==> src/rtl/run_chk_pkg.sv <==
// Shared types for the end-of-program run checker.
//   run_state_t : checker FSM states.
//   chk_rec_t   : per-channel record (seen / sticky mismatch / last written data).
// The record's data field is sized for the widest supported write data; channels
// zero-extend narrower data into it.
package run_chk_pkg;

  localparam int unsigned MaxDataW = 64;

  typedef enum logic [2:0] {
    IDLE,
    RUN,
    PASS,
    FAIL,
    TIMEOUT
  } run_state_t;

  typedef struct packed {
    logic                seen;
    logic                mismatch;
    logic [MaxDataW-1:0] last;
  } chk_rec_t;

endpackage

==> src/rtl/run_chk_channel.sv <==
// One check channel: tracks writes to a single expected address and reports
// whether the channel would pass or fail if the run ended this cycle.
// Ports:
//   clk_i, rst_ni      clock, asynchronous active-low reset
//   clr_i              clear the record (checker idle)
//   upd_i              fold this cycle's hit into the record (checker running)
//   en_i, strict_i     channel enable, strict (any wrong-data write fails)
//   mem_write_i        core write strobe
//   data_adr_i         core write address
//   write_data_i       core write data
//   addr_i, data_i     expected address and final data
//   pass_now_o         enabled and passing, including this cycle's write
//   fail_now_o         enabled and failing, including this cycle's write
module run_chk_channel
  import run_chk_pkg::*;
#(
  parameter int unsigned ADDR_W = 32,
  parameter int unsigned DATA_W = 32
) (
  input  logic              clk_i,
  input  logic              rst_ni,
  input  logic              clr_i,
  input  logic              upd_i,
  input  logic              en_i,
  input  logic              strict_i,
  input  logic              mem_write_i,
  input  logic [ADDR_W-1:0] data_adr_i,
  input  logic [DATA_W-1:0] write_data_i,
  input  logic [ADDR_W-1:0] addr_i,
  input  logic [DATA_W-1:0] data_i,
  output logic              pass_now_o,
  output logic              fail_now_o
);

  chk_rec_t            rec_q, rec_d, rec_now;
  logic                hit;
  logic [MaxDataW-1:0] wdata_ext, exp_ext;

  assign wdata_ext = MaxDataW'(write_data_i);
  assign exp_ext   = MaxDataW'(data_i);
  assign hit       = mem_write_i && en_i && (data_adr_i == addr_i);

  // Record as it would stand after this cycle's write; the verdict uses this
  // so a write coinciding with the end condition is not lost.
  always_comb begin
    rec_now = rec_q;
    if (hit) begin
      rec_now.seen = 1'b1;
      rec_now.last = wdata_ext;
      if (strict_i && (wdata_ext != exp_ext)) begin
        rec_now.mismatch = 1'b1;
      end
    end
  end

  always_comb begin
    fail_now_o = en_i && (!rec_now.seen || (rec_now.last != exp_ext) || rec_now.mismatch);
    pass_now_o = en_i && !fail_now_o;
  end

  always_comb begin
    rec_d = rec_q;
    if (clr_i) begin
      rec_d = '0;
    end else if (upd_i) begin
      rec_d = rec_now;
    end
  end

  always_ff @(posedge clk_i or negedge rst_ni) begin
    if (!rst_ni) begin
      rec_q <= '0;
    end else begin
      rec_q <= rec_d;
    end
  end

endmodule

==> config.mk <==
export PLATFORM = sky130hd
export DESIGN_NAME = run_chk_channel
export DESIGN_NICKNAME = d
export VERILOG_FILES = /design/src/rtl/run_chk_pkg.sv /design/src/rtl/run_chk_channel.sv
export SDC_FILE = /design/constraint.sdc
export NUM_CORES = 1
export LEC_CHECK = 0
export BUFFER_PORTS_ARGS = -buffer_cell sky130_fd_sc_hd__buf_2
export CAP_MARGIN = 10
export CORE_AREA = 2 2 91 93
export DETAILED_ROUTE_END_ITERATION = 10
export DIE_AREA = 0 0 93 95
export GPL_ROUTABILITY_DRIVEN = 0
export PLACE_DENSITY_LB_ADDON = 0.2
export SYNTH_ARGS = -nofsm -noshare
export SYNTH_HDL_FRONTEND = slang
export SYNTH_SLANG_ARGS = --single-unit
==> constraint.sdc <==
create_clock -name clk_i -period 3.05 [get_ports clk_i]
set_clock_uncertainty 0.15 [all_clocks]
set_input_delay 0.1525 -clock clk_i [delete_from_list [all_inputs] [get_ports clk_i]]
set_output_delay 0.1525 -clock clk_i [all_outputs]
set_load 0.02 [all_outputs]
==> impl_metrics.toml, run 1 <==
[status]
status = "complete, but fails checks"
violations = "setup timing"

[setup_path]
path_cells = "dlygate4sd3_1, buf_2, nand2b_1, o2111ai_1, a2111oi_0, buf_4, nand3_1, o41a_1, o31ai_1, and4_1, buf_4"
crit_top_cell = "buf_4"
arrival_ps = 2750
startpoint = "write_data_i[27]"
crit_type = "input port to primary output"
cp-end-kind = "primary output"
critPathSlowestCell = "dlygate4sd3_1"
cp_max_fo = 3
crit_required_ps = 2750
slowest_delay_ps = 530
timing.rr.start = "rec_q[64]"
critPathLaunchType = "input port"

[yosys]
synth.distinct_cells = 40
synth.top_cells.by_count = "75 x nand2_1, 66 x dfrtp_1, 37 x a21oi_1"
seq_area_frac_synth = 0.431
synth_area_per_cell_um2 = 8.89
synth_edf_count = 0
syn_inst = 431
synth_ff_type = "dfrtp_1"
synth_top_area_share = 0.431
synth_warnings = 0
postSynth.asyncResetShare = 1.00
yosys.cell_count.top_type = "nand2_1"
synth_seq_cells = 66
synth_area_leaders = "dfrtp_1 43%, xor2_1 7.5%, nand2_1 7.3%"
synth_top_area_cell = "dfrtp_1"
synth_nets = 566
syn_area_mm2 = 0.00383

[finish]
max_flop_register = "rec_q"
largest_reg_flops = 66
reg_top3 = "rec_q x66"
num-nets-final = 739
n_antenna_cell = 0
n_fill_cell = 656
final_layout_size_suffix_gt1_frac = 0.276
finalInstanceArea_mm2 = 0.00524
final_cells = 714
areaGrowthSynthToFinish_pct = 36.6

[floorplanning]
start_util = 0.484
num_rows = 33
fp.coreArea_mm2 = 0.00793
die_area_mm2 = 0.00884
die_h_um = 95
die_w_um = 93
ios = 137

[pwr]
p_comb_frac = 0.161
ir_worst_vdd_v = 0.000473
seq_power_share = 0.430
p_per_area_mw_per_mm2 = 389
switchingPower_uw = 535
clkPwrFrac = 0.409
leakage_nw = 2.45
p_sw_frac = 0.263
intPower_mw = 1.50

[grt]
grt-ovfl-total = 0
grt_pass1_vias = 3696
grtUsageTotal = 0.259
grt_max_degree = 33
antenna_found_initial = 0
grt_first_pass_wirelength_um = 17600

[place]
dp_hpwl_um = 8180
dp.cells = 665
postPlaceCellArea_mm2 = 0.00464
dp_slack_ps = 154
portBuffers = 136

[clock_tree]
h-tree-depth = 3
clk_latency_ps = 340
cts_buffer_depth = 2
cts.clk_slew.worst_paths_ps = 80
root_buffer = "clkbuf_8"
cts_buffers = 9
tritoncts = "done"
post-cts-setup-buffers = 0
clock_sinks = 66

[timing]
drv_slew = 0
rsz0062_at_grt = "true"
finalCriticalPeriod_ps = 3050
setup_viol_count_final = 1
worst_slack_ps = -0.497
maxSlewHeadroom = 0.639
hold_ws_ps = 3.96
max_freq_mhz = 328
max_slew.worst_pin.slew_ps = 541
hold_violations = 0
finalCritPeriodShare = 1.00

[drt]
top_layer = "met4"
drc = 0
first_pass_iters = 5
via_per_inst = 5.28
met2_length_um = 5410
met3_length_um = 698
final_antenna_net_count = 0
routed_wl_um = 11100
met1_length_um = 4770
dr_total_vias = 3770
drt-initial-drc-count = 260
wl_per_cell_um = 15.6

[job]
cap_violations = 0

[hold_path]
hp-class = "input port to register"
hp-start = "clr_i"
-- layout make-up --
cell class / instances / area, µm² / area share
Timing Repair Buffer: 177 / 1070 / 0.205
Multi-Input combinational cell: 323 / 2050 / 0.392
Sequential cell: 66 / 1650 / 0.315
Clock inverter: 7 / 100 / 0.0191
Clock buffer: 9 / 124 / 0.0237
Tap cell: 105 / 131 / 0.0251
Inverter: 27 / 101 / 0.0194
-- stage by stage --
step	TNS, ps	util	total power [mW]
2_1_floorplan	0	-	1.01
5_1_grt	-84.6	0.661	2.12
3_3_place_gp	0	0.586	1.18
6_report	-0.497	0.661	2.03
3_5_place_dp	0	0.586	1.18
4_1_cts	0	0.658	2.04
-- per-layer routing --
metal | vias to the layer above | track usage
met1 | 1796 | 0.324
met5 | - | 0
li1 | 1820 | -
met4 | 0 | 0.0968
met2 | 132 | 0.444
met3 | 22 | 0.0527
-- cells by family (layout without fill, tap and decap cells) --
family / count (synthesis) / count (layout) / synth area share
compound gates: 67 / 67 / 0.112
flops: 66 / 66 / 0.431
buf+inv: 42 / 220 / 0.0424
xor+xnor: 63 / 63 / 0.144
simple gates: 189 / 189 / 0.259
mux: 4 / 4 / 0.0121
-- worst max-delay path: cells and delay by family --
kind / cells / cell delay [ps]
buffers and inverters: 4 / 1020
AND/OR/NAND/NOR: 3 / 420
AO/OA/AOI/OAI: 4 / 1140
-- layout by cell type (no fill, tap or decap), types with 2 or more instances in the layout --
cell,netlist,final
a21oi_1,37,37
a222oi_1,2,2
a22o_1,2,2
a31oi_1,3,3
and2_1,32,32
and3_1,2,2
and4_1,3,3
buf_2,4,135
buf_4,0,9
bufinv_16,0,2
clkbuf_8,0,9
clkinvlp_4,0,3
dfrtp_1,66,66
dlygate4sd3_1,0,33
inv_1,26,26
inv_6,0,2
mux2i_1,2,2
nand2_1,75,75
nand2b_1,11,11
nand3_1,5,5
nand4_1,10,10
nor2_1,10,10
nor2b_1,6,6
nor3_1,4,4
nor3b_1,2,2
nor4_1,20,18
nor4_2,2,2
nor4_4,0,2
o2111ai_1,5,5
o221ai_1,3,3
o22ai_1,7,7
o2bb2ai_1,2,2
or4_1,4,4
xnor2_1,30,30
xor2_1,33,33
-- power groups by stage --
stage / clock network [mW] / logic, mW / registers [mW]
floorplan: 0 / 0.121 / 0.892
global placement: 0 / 0.285 / 0.892
detailed placement: 0 / 0.289 / 0.892
CTS: 0.846 / 0.324 / 0.874
global route: 0.882 / 0.361 / 0.874
finish: 0.832 / 0.328 / 0.874
-- worst paths after layout --
path / end / cells past startpoint / slack, ps
worst max-delay path: pass_now_o / 11 / -0.5
worst min-delay path: rec_q[65] / 2 / 4
worst max register to register: rec_q[64] / 2 / 2160
worst min register to register: rec_q[45] / 1 / 340
max in group asynchronous: rec_q[36] / 3 / 1820
min in group asynchronous: rec_q[64] / 2 / 170
-- repair_timing --
action                                  4_1_cts  5_1_grt
pin swaps                                     2        0
gates resized for setup                       3        3
hold buffers                                 33        0
endpoints found under the setup margin        2        2
endpoints found under the hold margin        52        0
Note: power is estimated with default switching activity, not from simulation.
==> run 2: changes to the inputs <==
--- a/config.mk
+++ b/config.mk
@@ -5,11 +5,12 @@
 export SDC_FILE = /design/constraint.sdc
 export NUM_CORES = 1
 export LEC_CHECK = 0
+export ABC_AREA = 1
 export BUFFER_PORTS_ARGS = -buffer_cell sky130_fd_sc_hd__buf_2
 export CAP_MARGIN = 10
-export CORE_AREA = 2 2 91 93
+export CORE_AREA = 2 2 102 104
 export DETAILED_ROUTE_END_ITERATION = 10
-export DIE_AREA = 0 0 93 95
+export DIE_AREA = 0 0 104 106
 export GPL_ROUTABILITY_DRIVEN = 0
 export PLACE_DENSITY_LB_ADDON = 0.2
 export SYNTH_ARGS = -nofsm -noshare
==> impl_metrics.toml, run 2 <==
[place]
portBuffers = 136
dp_hpwl_um = 10900

[hold_path]
hold_end = "rec_q[26]"
hp-start = "write_data_i[26]"
hp-class = "input port to register"
min_path_cells = 3

[job]
cap_violations = 0

[finish]
largest_reg_flops = 66
final_cell_mix = "305 x nand2_1, 182 x inv_1, 136 x buf_2, 94 x nor2_1, 66 x dfrtp_1"
areaGrowthSynthToFinish_pct = 21.2
utilization = 0.640
n_fill_cell = 990
num-nets-final = 1153
reg_top3 = "rec_q x66"
final_common_cell = "nand2_1"
max_flop_register = "rec_q"
final_layout_size_suffix_gt1_frac = 0.196

[yosys]
seq_area_frac_synth = 0.313
yosys.cell_count.top_type = "nand2_1"
synth_nets = 1007
syn_area_mm2 = 0.00528
postSynth.asyncResetShare = 1.00
synth_seq_cells = 66
synth_warnings = 0
synth_top_area_cell = "dfrtp_1"
synth_ff_type = "dfrtp_1"
syn_inst = 872
synth.top_cells.by_count = "305 x nand2_1, 182 x inv_1, 94 x nor2_1"
synth.distinct_cells = 31
synth_area_per_cell_um2 = 6.06
synth_edf_count = 0
synth_top_area_share = 0.313
synth_area_leaders = "dfrtp_1 31%, nand2_1 22%, inv_1 13%"

[timing]
rsz0062_at_grt = "false"
hold_ws_ps = -0.364
max_freq_mhz = 355
setup_tns_ps = 0
drv_slew = 0
max_slew.worst_pin.slew_ps = 592
setup_viol_count_final = 0
finalCritPeriodShare = 0.922
maxSlewHeadroom = 0.604
hold_violations = 1
finalCriticalPeriod_ps = 2810

[grt]
grt_max_degree = 33
grt_first_pass_wirelength_um = 23200
grt_pass1_vias = 5242
grt-ovfl-total = 0
antenna_found_initial = 1
grtUsageTotal = 0.260

[clock_tree]
cts_buffer_depth = 2
tritoncts = "done"
root_buffer = "clkbuf_8"
cts_buffers = 9
clock_sinks = 66
cts.clk_slew.worst_paths_ps = 80
h-tree-depth = 3
clk_latency_ps = 350

[status]
violations = "hold timing"
status = "complete, but fails checks"

[floorplanning]
start_util = 0.528
ios = 137
die_area_mm2 = 0.0110
fp.coreArea_mm2 = 0.0100
die_h_um = 106
num_rows = 37
die_w_um = 104

[drt]
wl_per_cell_um = 11.9
drt-initial-drc-count = 268
final_antenna_net_count = 0
first_pass_iters = 5
dr_total_vias = 5578
routed_wl_um = 13800
drc = 0
via_per_inst = 4.81

[setup_path]
critPathLaunchType = "input port"
rr_endpoint = "rec_q[64]"
cp-end-kind = "primary output"
crit_required_ps = 2750
arrival_ps = 2510
worst_r2r_path_depth = 3
cp_max_fo = 3
rrSetupSlack_ps = 1700
crit_type = "input port to primary output"
timing.rr.start = "rec_q[64]"

[pwr]
ir_worst_vdd_v = 0.000185
p_per_area_mw_per_mm2 = 333
leakage_nw = 3.70
run 2: cell count changes after synthesis, sizes merged, moves of 21 or more:
| cell | change |
|---|---|
| and2 | -30 |
| inv | +162 |
| nor2 | +96 |
| xor2 | -21 |
| nand3 | +61 |
| o22ai | +23 |
| nor4 | -22 |
| nand2 | +235 |
| a21oi | -33 |
run 2: worst max-delay path, cell delays in order:
cell,delay (ps)
dlygate4sd3_1,530
buf_2,140
xnor2_1,270
nand3_1,120
nor2_1,100
nand2_1,50
nor2_1,100
nand2_1,110
nand3_1,90
nand3_1,70
nor2_1,110
nand2_1,80
nor2_2,90
nand3_2,140
nor3_2,180
buf_2,180
run 2: through the flow:
stage          power (mW)  worst slack, ps  hold slack, ps  cells  area (µm²)
2_1_floorplan        1.09              934            -293    872        5280
3_3_place_gp         1.29              376           -4.41   1138        6120
3_5_place_dp         1.29              368           0.228   1138        6120
4_1_cts              2.14              244            3.08   1159        6400
5_1_grt              2.23             22.8            27.7   1160        6400
6_report             2.13              237          -0.364   1160        6400
run 2: logic make-up after synthesis:
logic type,synth area share
AND/OR/NAND/NOR,0.418
buffers and inverters,0.155
AO/OA/AOI/OAI,0.0678
XOR/XNOR,0.0464
flip-flops,0.313
run 2: timing repair:
item                                   CTS  global route
endpoints found under the hold margin   26             0
setup endpoints to repair                0             0
hold buffers                             5             0
buffers inserted                         0             0
gates resized for setup                  0             0
run 2: layer usage:
layer	share of wire	global-route usage	vias up
met5	0	0	-
li1	-	-	2930
met3	0.071	0.0503	25
met4	0.018	0.0859	0
met2	0.45	0.430	174
met1	0.46	0.344	2449
run 2: worst max-delay path by stage:
stage / cells after the start / from / endpoint
detailed placement: 19 / addr_i[26] / fail_now_o
CTS: 15 / write_data_i[24] / pass_now_o
floorplan: 14 / addr_i[26] / pass_now_o
global route: 17 / write_data_i[23] / fail_now_o
global placement: 19 / addr_i[26] / fail_now_o
finish: 16 / write_data_i[23] / pass_now_o
run 2: where the power goes:
part	switching, mW	internal (mW)	total, mW
clock network	0.388	0.467	0.855
registers	0.000000000286	0.874	0.874
logic	0.242	0.161	0.403
run 2: cell type report:
class,count,area [µm²],area share
Antenna cell,1,2.50,0.000391
Clock buffer,9,124,0.0194
Clock inverter,7,103,0.0160
Inverter,188,706,0.110
Multi-Input combinational cell,600,2810,0.439
Sequential cell,66,1650,0.258
Tap cell,136,170,0.0266
Timing Repair Buffer,153,833,0.130
